$ cat src/rtl/mem_arbiter_pkg.sv
// Shared definitions for mem_arbiter: FSM state encodings, client ids and default widths.
// Imported by mem_arbiter and arb_pick2.
package mem_arbiter_pkg;

    localparam int unsigned AddrWDefault = 28;
    localparam int unsigned DataWDefault = 128;

    typedef enum logic [1:0] {
        StIdle    = 2'b00,
        StGntI    = 2'b01,
        StGntD    = 2'b10,
        StRelease = 2'b11
    } arb_state_e;

    typedef enum logic {
        ClientI = 1'b0,
        ClientD = 1'b1
    } client_e;

    function automatic client_e other_client(input client_e c);
        return (c == ClientI) ? ClientD : ClientI;
    endfunction

endpackage

$ cat src/rtl/arb_pick2.sv
// Combinational two-way chooser between the I-cache and D-cache requests.
// ARB_ROUND_ROBIN_EN selects round-robin tie-breaking; otherwise the D-cache wins ties.
module arb_pick2 import mem_arbiter_pkg::*; (
    input  logic    req_i,
    input  logic    req_d,
    input  client_e rr_ptr,
    output logic    any_req,
    output client_e grant
);

    assign any_req = req_i | req_d;

`ifdef ARB_ROUND_ROBIN_EN
    always_comb begin
        if (req_i && req_d) begin
            grant = rr_ptr;
        end else if (req_d) begin
            grant = ClientD;
        end else begin
            grant = ClientI;
        end
    end
`else
    logic unused_rr_ptr;
    assign unused_rr_ptr = rr_ptr;

    always_comb begin
        grant = req_d ? ClientD : ClientI;
    end
`endif

endmodule

$ cat src/rtl/mem_arbiter.sv
// Arbiter between the I-cache and D-cache miss ports and the single memory port.
// Tie-break policy is selected by ARB_ROUND_ROBIN_EN (default: fixed D-cache priority).
module mem_arbiter import mem_arbiter_pkg::*; #(
    parameter int unsigned ADDR_W = AddrWDefault,
    parameter int unsigned DATA_W = DataWDefault
) (
    input  logic              clk,
    input  logic              proc_reset_n,
    input  logic              ic_read,
    input  logic              ic_write,
    input  logic [ADDR_W-1:0] ic_addr,
    input  logic [DATA_W-1:0] ic_wdata,
    output logic              ic_ready,
    output logic [DATA_W-1:0] ic_rdata,
    input  logic              dc_read,
    input  logic              dc_write,
    input  logic [ADDR_W-1:0] dc_addr,
    input  logic [DATA_W-1:0] dc_wdata,
    output logic              dc_ready,
    output logic [DATA_W-1:0] dc_rdata,
    output logic              mem_read,
    output logic              mem_write,
    output logic [ADDR_W-1:0] mem_addr,
    output logic [DATA_W-1:0] mem_wdata,
    input  logic [DATA_W-1:0] mem_rdata,
    input  logic              mem_ready
);

    arb_state_e state_q, state_d;
    logic       req_i, req_d, any_req;
    client_e    pick;
    client_e    rr_ptr;

    assign req_i = ic_read | ic_write;
    assign req_d = dc_read | dc_write;

`ifdef ARB_ROUND_ROBIN_EN
    client_e rr_q, rr_d;
    assign rr_ptr = rr_q;
`else
    assign rr_ptr = ClientI;
`endif

    arb_pick2 u_pick (
        .req_i   (req_i),
        .req_d   (req_d),
        .rr_ptr  (rr_ptr),
        .any_req (any_req),
        .grant   (pick)
    );

    always_comb begin
        state_d = state_q;
`ifdef ARB_ROUND_ROBIN_EN
        rr_d    = rr_q;
`endif
        unique case (state_q)
            StIdle: begin
                if (any_req) begin
                    state_d = (pick == ClientD) ? StGntD : StGntI;
`ifdef ARB_ROUND_ROBIN_EN
                    rr_d    = other_client(pick);
`endif
                end
            end
            // A dropped request before mem_ready is a protocol error: abandon silently.
            StGntI: begin
                if (mem_ready) begin
                    state_d = StRelease;
                end else if (!req_i) begin
                    state_d = StIdle;
                end
            end
            StGntD: begin
                if (mem_ready) begin
                    state_d = StRelease;
                end else if (!req_d) begin
                    state_d = StIdle;
                end
            end
            StRelease: begin
                state_d = StIdle;
            end
        endcase
    end

    always_ff @(posedge clk) begin
        if (!proc_reset_n) begin
            state_q <= StIdle;
`ifdef ARB_ROUND_ROBIN_EN
            rr_q    <= ClientI;
`endif
        end else begin
            state_q <= state_d;
`ifdef ARB_ROUND_ROBIN_EN
            rr_q    <= rr_d;
`endif
        end
    end

    // Ready is masked during reset so an abandoned access never completes to a client.
    always_comb begin
        mem_read  = 1'b0;
        mem_write = 1'b0;
        mem_addr  = '0;
        mem_wdata = '0;
        ic_ready  = 1'b0;
        ic_rdata  = '0;
        dc_ready  = 1'b0;
        dc_rdata  = '0;
        case (state_q)
            StGntI: begin
                mem_write = ic_write;
                mem_read  = ic_read & ~ic_write;
                mem_addr  = ic_addr;
                mem_wdata = ic_wdata;
                ic_ready  = mem_ready & proc_reset_n;
                ic_rdata  = mem_rdata;
            end
            StGntD: begin
                mem_write = dc_write;
                mem_read  = dc_read & ~dc_write;
                mem_addr  = dc_addr;
                mem_wdata = dc_wdata;
                dc_ready  = mem_ready & proc_reset_n;
                dc_rdata  = mem_rdata;
            end
            default: ;
        endcase
    end

    a_ready_onehot: assert property (@(posedge clk) !(ic_ready && dc_ready));
    a_strobe_excl:  assert property (@(posedge clk) !(mem_read && mem_write));
    a_release_one:  assert property (@(posedge clk) disable iff (!proc_reset_n)
                                     (state_q == StRelease) |=> (state_q == StIdle));

endmodule

$ cat config.mk
export PLATFORM = sky130hd
export DESIGN_NAME = mem_arbiter
export DESIGN_NICKNAME = d
export VERILOG_FILES = /design/src/rtl/mem_arbiter_pkg.sv /design/src/rtl/arb_pick2.sv /design/src/rtl/mem_arbiter.sv
export SDC_FILE = /design/constraint.sdc
export NUM_CORES = 1
export LEC_CHECK = 0
export BUFFER_PORTS_ARGS = -buffer_cell sky130_fd_sc_hd__buf_2
export CAP_MARGIN = 5
export CORE_AREA = 2 2 335 337
export CTS_BUF_LIST = sky130_fd_sc_hd__clkbuf_16
export DETAILED_ROUTE_END_ITERATION = 8
export DIE_AREA = 0 0 337 339
export PLACE_DENSITY = 0.3
export SYNTH_ARGS = -nofsm -noshare
export SYNTH_HDL_FRONTEND = slang
export SYNTH_SLANG_ARGS = --single-unit
$ cat constraint.sdc
create_clock -name clk -period 1.8 [get_ports clk]
set_input_delay 0.09 -clock clk [delete_from_list [all_inputs] [get_ports clk]]
set_output_delay 0.09 -clock clk [all_outputs]
set_load 0.02 [all_outputs]
# After elaboration in Yosys (flattened, before gate mapping)
# Index checks and enable logic that the tools add are counted.
# classes
eq_ne	6
n_mux	16
n_bitwise	8
reduce_logical	2
# op_table
operator	n
$mux W128	2
$pmux W128 S2	1
$pmux W28 S2	1
$mux W2	6
$pmux W2 S4	1
$ne A3 B3 Y1 const B	2
$eq A2 B2 Y1 const B	2
$pmux W1 S2	2
$and A1 B1 Y1	3
$mux W1	3
$or A1 B1 Y1	3
$reduce_and A3 Y1	1
$eq A2 B1 Y1 const B	1
$logic_not A2 Y1	1
$ne A2 B2 Y1 const B	1
$not A1 Y1	2
# word_totals
regBits	2
in_bits	447
output_inout_bits	416
word_cells	33

# Longest topological paths before layout
# Gate-level depths: netlist of the first run.
# logic_depth
depth_word	5
depth_mapped	7
mapped_depth_nobuf	6

# Modules after synthesis
# From an unflattened synthesis of the first run, not the netlist that was laid out.
# hier_totals
cells_unflattened	685
hier_area_um2	4370.4
# modules_own_cells
mod	instances	cells_each	area_each_um2	seq_area_each_um2
mem_arbiter	1	683	4356.7	40.0
arb_pick2	1	2	13.8	0.0

# Worst setup path after synthesis of the first run
# Ideal clock, no wire load.
# synth_path
path_kind	register -> output
start	register state_q[0]
end	output mem_addr[0]
arrival_time_ps	1477
required_ps	1710
setup_slack_ps	233
stages_incl_launch_ff	6
n_path_buf	2
cell_sequence	dfxtp_1 > inv_1 > ha_1 > buf_2 > clkbuf_2 > nor2b_1
# synth_between
elab_chain_cells	2
elab_cells_between_ends	3
classes_between	eq/ne (2); mux (1)
# synth_lines
item	line	rtl
start, declared	mem_arbiter.sv:29	arb_state_e state_q, state_d;
start signal, assigned	mem_arbiter.sv:89	state_q <= StIdle;
start signal, assigned	mem_arbiter.sv:94	state_q <= state_d;
$eq A2 B2 Y1 / $eq A2 B1 Y1 (equally long branches)	mem_arbiter.sv:111	case (state_q)
$pmux W28 S2 (*)	mem_arbiter.sv:111	
end, declared	mem_arbiter.sv:23	output logic [ADDR_W-1:0] mem_addr,
# Mark *: on every way between the ends. The rest lies on a longest branch, timed or not.

# Final worst setup path of the first run
# layout_path
start	register state_q[1]
end	output mem_wdata[122]
# layout_between
elab_chain_cells	2
elab_cells_between_ends	3
classes_between	eq/ne (2); mux (1)
# layout_lines
item	line	rtl
$eq A2 B2 Y1 / $eq A2 B1 Y1 (equally long branches)	mem_arbiter.sv:111	
$pmux W128 S2 (*)	mem_arbiter.sv:111	
end, declared	mem_arbiter.sv:24	output logic [DATA_W-1:0] mem_wdata,
# Marked as above.

==> metrics, run 1 <==
max reg flops 2; biggest registers after layout state_q (2); failing checks setup timing; clock share of power 0.042; post-route ant nets 0; H-tree depth 1; post-synth top area share 0.360; Die H 339 um; clock transition at the registers of the reported paths 0.03 ns; Worst path top cell family by delay buffers and inverters; Pleak 6.14 nW; crit end category output pin; met3 usage 0.0228; slowest library cell on the worst path a22oi_2; total routed wirelength ~54 mm; worst hold path type input port to flip-flop; Final period util 1.05; DIE AREA 114000 sq um; worst skew pair latency 0.22 ns; Worst-Margin Slew 0.397 ns; crit path to mem_wdata[122]; share of power burned in registers 0.008; Post-Layout Inst Area 12700 sq um; Max Clk Rate approximately 530 MHz; Max-slew headroom 0.735; Switch Pwr just over 4 mW; commonest non-fill, non-tap cells in the layout buf_2 (733), and2_1 (244), buf_4 (133), a22oi_1 (125), nor2b_1 (112); clock buffer depth 2; Vias/cell 2.81; CP startpoint state_q[1]; Worst setup SP type flip-flop; DP HPWL 44.0 mm; Crit path buffers/inverters 4; # IOs 863; Yosys cell types 23; worst hold slack 0.174 ns; Area Overhead vs Synth 184%; Yosys Warn Count 0; initial antenna violation count 26; Layout Cells excl Fill 3061; routed len/inst 17.8 um; IO buf count roughly 860; clock root buffer master clkbuf_16; Worst R2R Path Depth 9; most common cell after layout, fill and taps aside buf_2; Pre-Repair DR Iteration Count 5; Synth Instances 683; fin. max-slew vios 0; Pwr per Cell Area around 630 nW/um^2; placed inst area roughly 11000 sq um; first-pass GRT wire length roughly 67 mm; syn nets approximately 1.1k; number of global-route vias before repair 8090; Post-Syn Area 4470 sq um; dpl ws -0.157 ns; CTS tree yes; Setup-failing EPs final 87; WP data required between 1.5 and 2 ns; fraction of layout cells with a size suffix above 1 0.681; row count 122; DRC viols 0; Reg2Reg Launch Point state_q[0]; r2r setup slk 0.09 ns; critical path data arrival time 1.81 ns; outcome finished with violations; largest net degree at the start of global routing 35; RSZ-0062 raised after global routing true; clk sink count 2; GRT busiest layer met2; sequential cell area fraction in the yosys report 0.00897; switching share of power 0.511; CP Depth 7; number of hold buffers added after CTS 0; Final Power 8.01 mW; met2 Resource Use GR 0.146; CTS Buf Count 3; final hold viol count 0; Biggest register state_q; combinational share of power 0.950; GP Congestion 0.848; post-synth top area cell and2_1; Core Box Area 110000 sq um; gr ovfl total 0; Reg-to-Reg End state_q[0]; max_cap viols 0; met1 usage 0.104; crit path max fanout 8; Total Neg Setup Slack -1.74 ns; final core area utilization 0.115; largest cells by area after synthesis and2_1 (36%), a22oi_1 (26%), nor2b_1 (22%); synthesized area per cell 6.54 sq um; crit path kind flip-flop to output pin; nets@finish 2023; Final WS setup -0.0977 ns; Critical Path, Cell by Cell buf_6 > ha_4 > buf_12 > buf_8 > a22oi_2 > nor2b_1 > buf_4; CP max stage delay between 0.3 and 0.4 ns; Worst VDD drop 362 uV; GR Util All Layers 0.0832; Starting Density 0.0405; post-synthesis register bit count 2; Vias 8608; Die Wd approximately 340 um; fin crit period 1.90 ns; Internal Power 3.91 mW; DRT iter0 DRCs 396; Placed Instances between 3k and 4k; clk_skew about 0.00010 ns
==> layer usage <==
| metal | wire length (um) | part of all wire |
|---|---|---|
| met1 | 22900 | 0.42 |
| met2 | 26100 | 0.48 |
| met3 | 4640 | 0.085 |
| met4 | 689 | 0.013 |
| met5 | 121 | 0.0022 |
==> worst min-delay path by stage <==
stage / from / end / slack (ns) / depth (start not counted)
final: proc_reset_n / state_q[0] / 0.17 / 3
after global routing: proc_reset_n / state_q[0] / 0.22 / 3
after CTS: proc_reset_n / state_q[0] / 0.18 / 3
after detailed placement: proc_reset_n / state_q[0] / 0.42 / 3
after global placement: proc_reset_n / state_q[0] / 0.41 / 3
after floorplan: proc_reset_n / state_q[0] / 0.23 / 2
==> repair_timing <==
action | in CTS | in global routing
gates resized for setup | 113 | 180
endpoints found under the setup margin | 287 | 301
gates cloned | 7 | 6
pin swaps | 4 | 10
buffers inserted | 9 | 19
==> power groups by stage <==
stage / sequential (mW) / combinational [mW] / clock (mW)
after floorplan: 0.0593 / 3.25 / 0
after global placement: 0.0565 / 6.18 / 0
after detailed placement: 0.0561 / 6.12 / 0
after CTS: 0.0576 / 6.88 / 0.338
after global routing: 0.0648 / 8.14 / 0.347
final: 0.0637 / 7.61 / 0.335
==> layout make-up <==
cell class,instances,area [sq um]
Sequential cell,2,42.5
Tap cell,1488,1860
Multi-Input combinational cell,596,4390
Fill cell,13000,97700
Clock buffer,3,75.1
Timing Repair Buffer,963,6270
Inverter,4,20.0
Antenna cell,5,12.5
==> cell families (layout without fill, tap and decap cells) <==
group	after synthesis	after routing	synth area share
DFF	2	2	0.00897
buffers and inverters	85	970	0.102
muxes	2	2	0.00448
other	0	5	0
AOI/OAI and AO/OA	162	162	0.273
adders and majority gates	6	6	0.0168
and+or+nand+nor	426	426	0.595
==> tightest hold or removal path, stage by stage <==
cell     delay, ns
buf_2         0.14
nand2_1       0.06
mux2i_1       0.05
==> Yosys cell counts (all sizes together) <==
cell type and count:
and3 2, nor2b 158, clkbuf 32, o21ai 1
dfxtp 2, o32ai 1, inv 4, a31o 1
and2 257, ha 6, nor2 2, buf 49
o2bb2ai 1, a22oi 157, nand3b 1, nand2 5
a22o 1, nand2b 1, mux2i 2
No activity file was read; power rests on OpenSTA's default activity.
==> run 2: changes to the inputs <==
--- a/config.mk
+++ b/config.mk
@@ -14,2 +14,3 @@
 export PLACE_DENSITY = 0.3
+export RECOVER_POWER = 100
 export SYNTH_ARGS = -nofsm -noshare
==> constraint.sdc (replaced) <==
create_clock -name clk -period 1.8 [get_ports clk]
set_input_delay 0 -clock clk [delete_from_list [all_inputs] [get_ports clk]]
set_output_delay 0 -clock clk [all_outputs]
set_load 0.02 [all_outputs]
==> metrics, run 2 (synthesized netlist as in run 1, its figures left out) <==
row count 122; max reg flops 2; Worst setup SP type flip-flop; clk sink count 2; DRC viols 0; fill count 13.0k; # IOs between 800 and 900; nets@finish 2023; CTS tree yes; Core Box Area 110000 sq um; Worst R2R Path Depth 8; crit path to mem_wdata[55]; Crit path buffers/inverters 6; Max-slew headroom 0.788; critical path data arrival time 1.89 ns; fin. max-slew vios 0; outcome finished with violations; clock buffer depth 2; Worst path top cell family by delay buffers and inverters; DIE AREA approximately 110000 sq um; worst hold path type input port to flip-flop; Biggest register state_q; clock root buffer master clkbuf_16; Placed Instances ~3k; GR Util All Layers 0.0847; Reg area 42.5 sq um; Max Clk Rate 529 MHz; Pwr per Cell Area 610 nW/um^2; DRT iter0 DRCs 330; dpl ws -0.148 ns; Vias/cell around 2.8; IO buf count 862; Vias 8579; biggest registers after layout state_q (2); slowest library cell on the worst path dfxtp_2; largest net degree at the start of global routing 46; Worst-Margin Slew about 0.32 ns; Pre-Repair DR Iteration Count 4; GP Congestion 0.854; fin crit period 1.89 ns; H-tree depth 1; Layout Cells excl Fill 3060; initial antenna violation count 28; most common cell after layout, fill and taps aside buf_2; DP HPWL 44.7 mm; gr ovfl total 0; Reg2Reg Launch Point state_q[1]; number of hold buffers added after CTS 0; first-pass GRT wire length between 60 and 70 mm; Critical Path, Cell by Cell buf_6 > ha_4 > buf_12 > buf_12 > clkbuf_16 > clkbuf_16 > a22oi_1 > nor2b_1 > buf_2; Starting Density 0.0405; CTS Buf Count 3; CP startpoint state_q[1]; commonest non-fill, non-tap cells in the layout buf_2 (714), and2_1 (234), nor2b_1 (148), buf_4 (94), a22oi_1 (93); r2r setup slk 0.06 ns; Final period util 1.05; CP max stage delay 0.32 ns; failing checks setup timing; post-route ant nets 0; fraction of layout cells with a size suffix above 1 0.663; RSZ-0062 raised after global routing true; clock transition at the registers of the reported paths 0.03 ns; Final WS setup -0.0913 ns; area of the multi-input gates 4370 sq um; CP Depth 9; Setup-failing EPs final 40; Reg-to-Reg End state_q[1]; Area Overhead vs Synth 176%; Pleak 5.93 nW; Worst VDD drop around 240 uV; final hold viol count 0; WP data required 1.80 ns; crit path max fanout 8; clk_skew 0.00139 ns; Die H roughly 340 um; crit end category output pin; crit path kind flip-flop to output pin; worst skew pair latency 0.22 ns; routed len/inst 18.5 um; max_cap viols 0; total routed wirelength between 50 and 60 mm; number of global-route vias before repair 8149; Die Wd approximately 340 um
-- run 2: cell types whose count changed in the layout (fill, tap and decap cells not counted), moves of 23 or more --
cell      delta
a22oi_1     -32
a22oi_2     +32
and2_0      +23
buf_4       -39
buf_6       -24
clkbuf_2    +75
nor2b_1     +36
nor2b_2     -25
-- run 2: layout make-up --
cell class / count / share of cell area
well taps: 1488 / 0.151
diodes: 4 / 0.000812
flip-flops and latches: 2 / 0.00345
inverters: 4 / 0.00142
clock buffers: 3 / 0.00609
repair buffers: 963 / 0.482
multi-input cells: 596 / 0.355
-- run 2: worst min path at each step --
stage / depth (start not counted) / start / end
2_1_floorplan: 2 / proc_reset_n / state_q[0]
3_3_place_gp: 3 / mem_rdata[119] / dc_rdata[119]
3_5_place_dp: 3 / proc_reset_n / state_q[1]
4_1_cts: 3 / proc_reset_n / state_q[1]
5_1_grt: 3 / proc_reset_n / state_q[0]
6_report: 3 / proc_reset_n / state_q[1]
-- run 2: metrics by stage --
step | hold WS, ns | power [mW] | setup TNS, ns | utilization | cell area [sq um]
2_1_floorplan | 0.139 | 3.31 | 0 | - | 4470
3_3_place_gp | 0.332 | 6.18 | -0.340 | 0.0995 | 11000
3_5_place_dp | 0.328 | 6.12 | -0.379 | 0.0995 | 11000
5_1_grt | 0.138 | 8.08 | -7.91 | 0.112 | 12300
6_report | 0.0928 | 7.52 | -1.90 | 0.112 | 12300
4_1_cts | 0.111 | 6.88 | -0.365 | 0.104 | 11500
-- run 2: power breakdown --
part	leakage (nW)	switching, mW	internal, mW
Clock	0.0370	0.0486	0.282
Sequential	0.0172	0.00878	0.0543
Combinational	5.87	3.99	3.14
Total	5.93	4.04	3.47
-- run 2: metal layers --
| metal | global-route usage | wire length (um) |
|---|---|---|
| met1 | 0.0987 | 22800 |
| met2 | 0.152 | 27600 |
| met3 | 0.0303 | 5530 |
| met4 | 0.00725 | 640 |
| met5 | 0 | 178 |
-- run 2: tightest hold or removal path, stage by stage --
cell	delay [ns]
buf_2	0.14
nand2_1	0.06
mux2i_1	0.06
-- run 2: repair_timing --
item                                    CTS  global route
setup buffers                            10            25
gates resized for setup                  46           134
pin swaps                                 2            10
cloned                                    5            10
endpoints found under the setup margin  194           150
==> run 3: changes to the inputs <==
- CORE_AREA: 2 2 335 337 -> 5 5 328 330
- DIE_AREA: 0 0 337 339 -> 0 0 333 335
==> metrics, run 3 (synthesized netlist as in run 1, its figures left out) <==
Pre-Repair DR Iteration Count 4; clock root buffer master clkbuf_16; Worst setup SP type flip-flop; GR Util All Layers 0.0923; clock transition at the registers of the reported paths 0.03 ns; biggest registers after layout state_q (2); # IOs 863; DIE AREA 112000 sq um; Biggest register state_q; hold path depth 3; commonest non-fill, non-tap cells in the layout buf_2 (783), and2_1 (256), nor2b_1 (144), a22oi_1 (114), buf_4 (108); Vias/cell just under 3; Starting Density 0.0427; Final period util 1.02; outcome finished with violations; CTS tree yes; RSZ-0062 raised after global routing true; Worst R2R Path Depth 8; r2r setup slk 0.22 ns; nets@finish 2019; Reg-to-Reg End state_q[1]; IO buf count 862; worst hold path type input port to flip-flop; Pwr per Cell Area 612 nW/um^2; number of hold buffers added after CTS 0; final hold viol count 0; final core area utilization 0.116; clk_skew 0.000287 ns; dpl ws -0.119 ns; Die H 335 um; Vias 8667; WHS Endpoint state_q[0]; crit path kind flip-flop to output pin; Max Clk Rate 544 MHz; crit end category output pin; Worst-Margin Slew roughly 0.33 ns; GP Congestion just under 0.9; routed len/inst 20.1 um; WP data required 1.80 ns; clock buffer depth 2; total routed wirelength 59.6 mm; failing checks setup timing; CTS Buf Count 3; H-tree depth 1; DP HPWL 48.0 mm; crit path max fanout 9; worst skew pair latency around 0.22 ns; fraction of layout cells with a size suffix above 1 0.659; Area Overhead vs Synth 171%; Worst VDD drop 231 uV; CP startpoint state_q[0]; Setup-failing EPs final 3; number of global-route vias before repair between 8k and 9k; Final WS setup -0.0383 ns; post-route ant nets 0; largest net degree at the start of global routing 63; Reg2Reg Launch Point state_q[1]; max_cap viols 0; max reg flops 2; Core Box Area approximately 100000 sq um; Final Power 7.42 mW; row count 119; first-pass GRT wire length 72.8 mm; DRT iter0 DRCs 395; Die Wd 333 um; DRC viols 0; Total Neg Setup Slack -0.0412 ns; critical path data arrival time roughly 1.8 ns; fin crit period 1.84 ns; initial antenna violation count 27; fin. max-slew vios 0; clk sink count 2; Max-slew headroom 0.778; Pleak 6.03 nW; Hold Startpoint proc_reset_n; most common cell after layout, fill and taps aside buf_2; gr ovfl total 0
run 3: cell count changes in the layout (fill, tap and decap cells not counted), sizes merged:
cell | before | now
diode | 4 | 5
bufbuf | 1 | 4
clkbuf | 104 | 12
buf | 861 | 946
run 3: metal layers:
layer  wire (um)  GRT usage  part of all wire  up-vias
li1            -          -                 -     4084
met1       26500      0.124              0.45     3982
met2       27300      0.156              0.46      533
met3        4520     0.0190             0.076       58
met4        1100     0.0134             0.018       10
met5          68          0            0.0011        -
run 3: what timing repair did:
action	4_1_cts	5_1_grt
buffers inserted	11	8
endpoints found under the setup margin	232	183
gates resized for setup	103	82
gates cloned	8	7
pin swaps	11	11
run 3: final cells by class:
class	instances	area (sq um)
Sequential cell	2	42.5
Clock buffer	3	75.1
Inverter	4	15.0
Multi-Input combinational cell	596	4290
Tap cell	1391	1740
Antenna cell	5	12.5
Timing Repair Buffer	959	5940
Fill cell	12300	92400
run 3: metrics by stage:
stage	hold slack, ns	cells	cell area (sq um)
finish	0.0935	2960	12100
global route	0.108	2956	12100
detailed placement	0.331	2923	10800
CTS	0.108	2943	11700
global placement	0.334	2923	10800
floorplan	0.139	683	4470
run 3: where the power goes:
group | internal [mW] | switching [mW]
clock network | 0.283 | 0.0506
registers | 0.0543 | 0.00766
logic | 3.06 | 3.96
run 3: worst max-delay path: stages (launching register included):
cell	delay, ns
dfxtp_2	0.32
buf_6	0.12
ha_4	0.21
buf_6	0.14
buf_12	0.14
bufbuf_16	0.27
a22oi_1	0.18
nor2b_1	0.07
buf_2	0.16
run 3: worst max path at each step:
stage                     endpoint  slack, ns  cells after the start
floorplan              mem_addr[0]       0.32                      5
global route         ic_rdata[123]      -0.10                      7
finish                 mem_addr[8]      -0.04                      8
detailed placement  mem_wdata[119]      -0.12                      7
global placement    mem_wdata[115]      -0.11                      7
CTS                 mem_wdata[114]      -0.05                      7
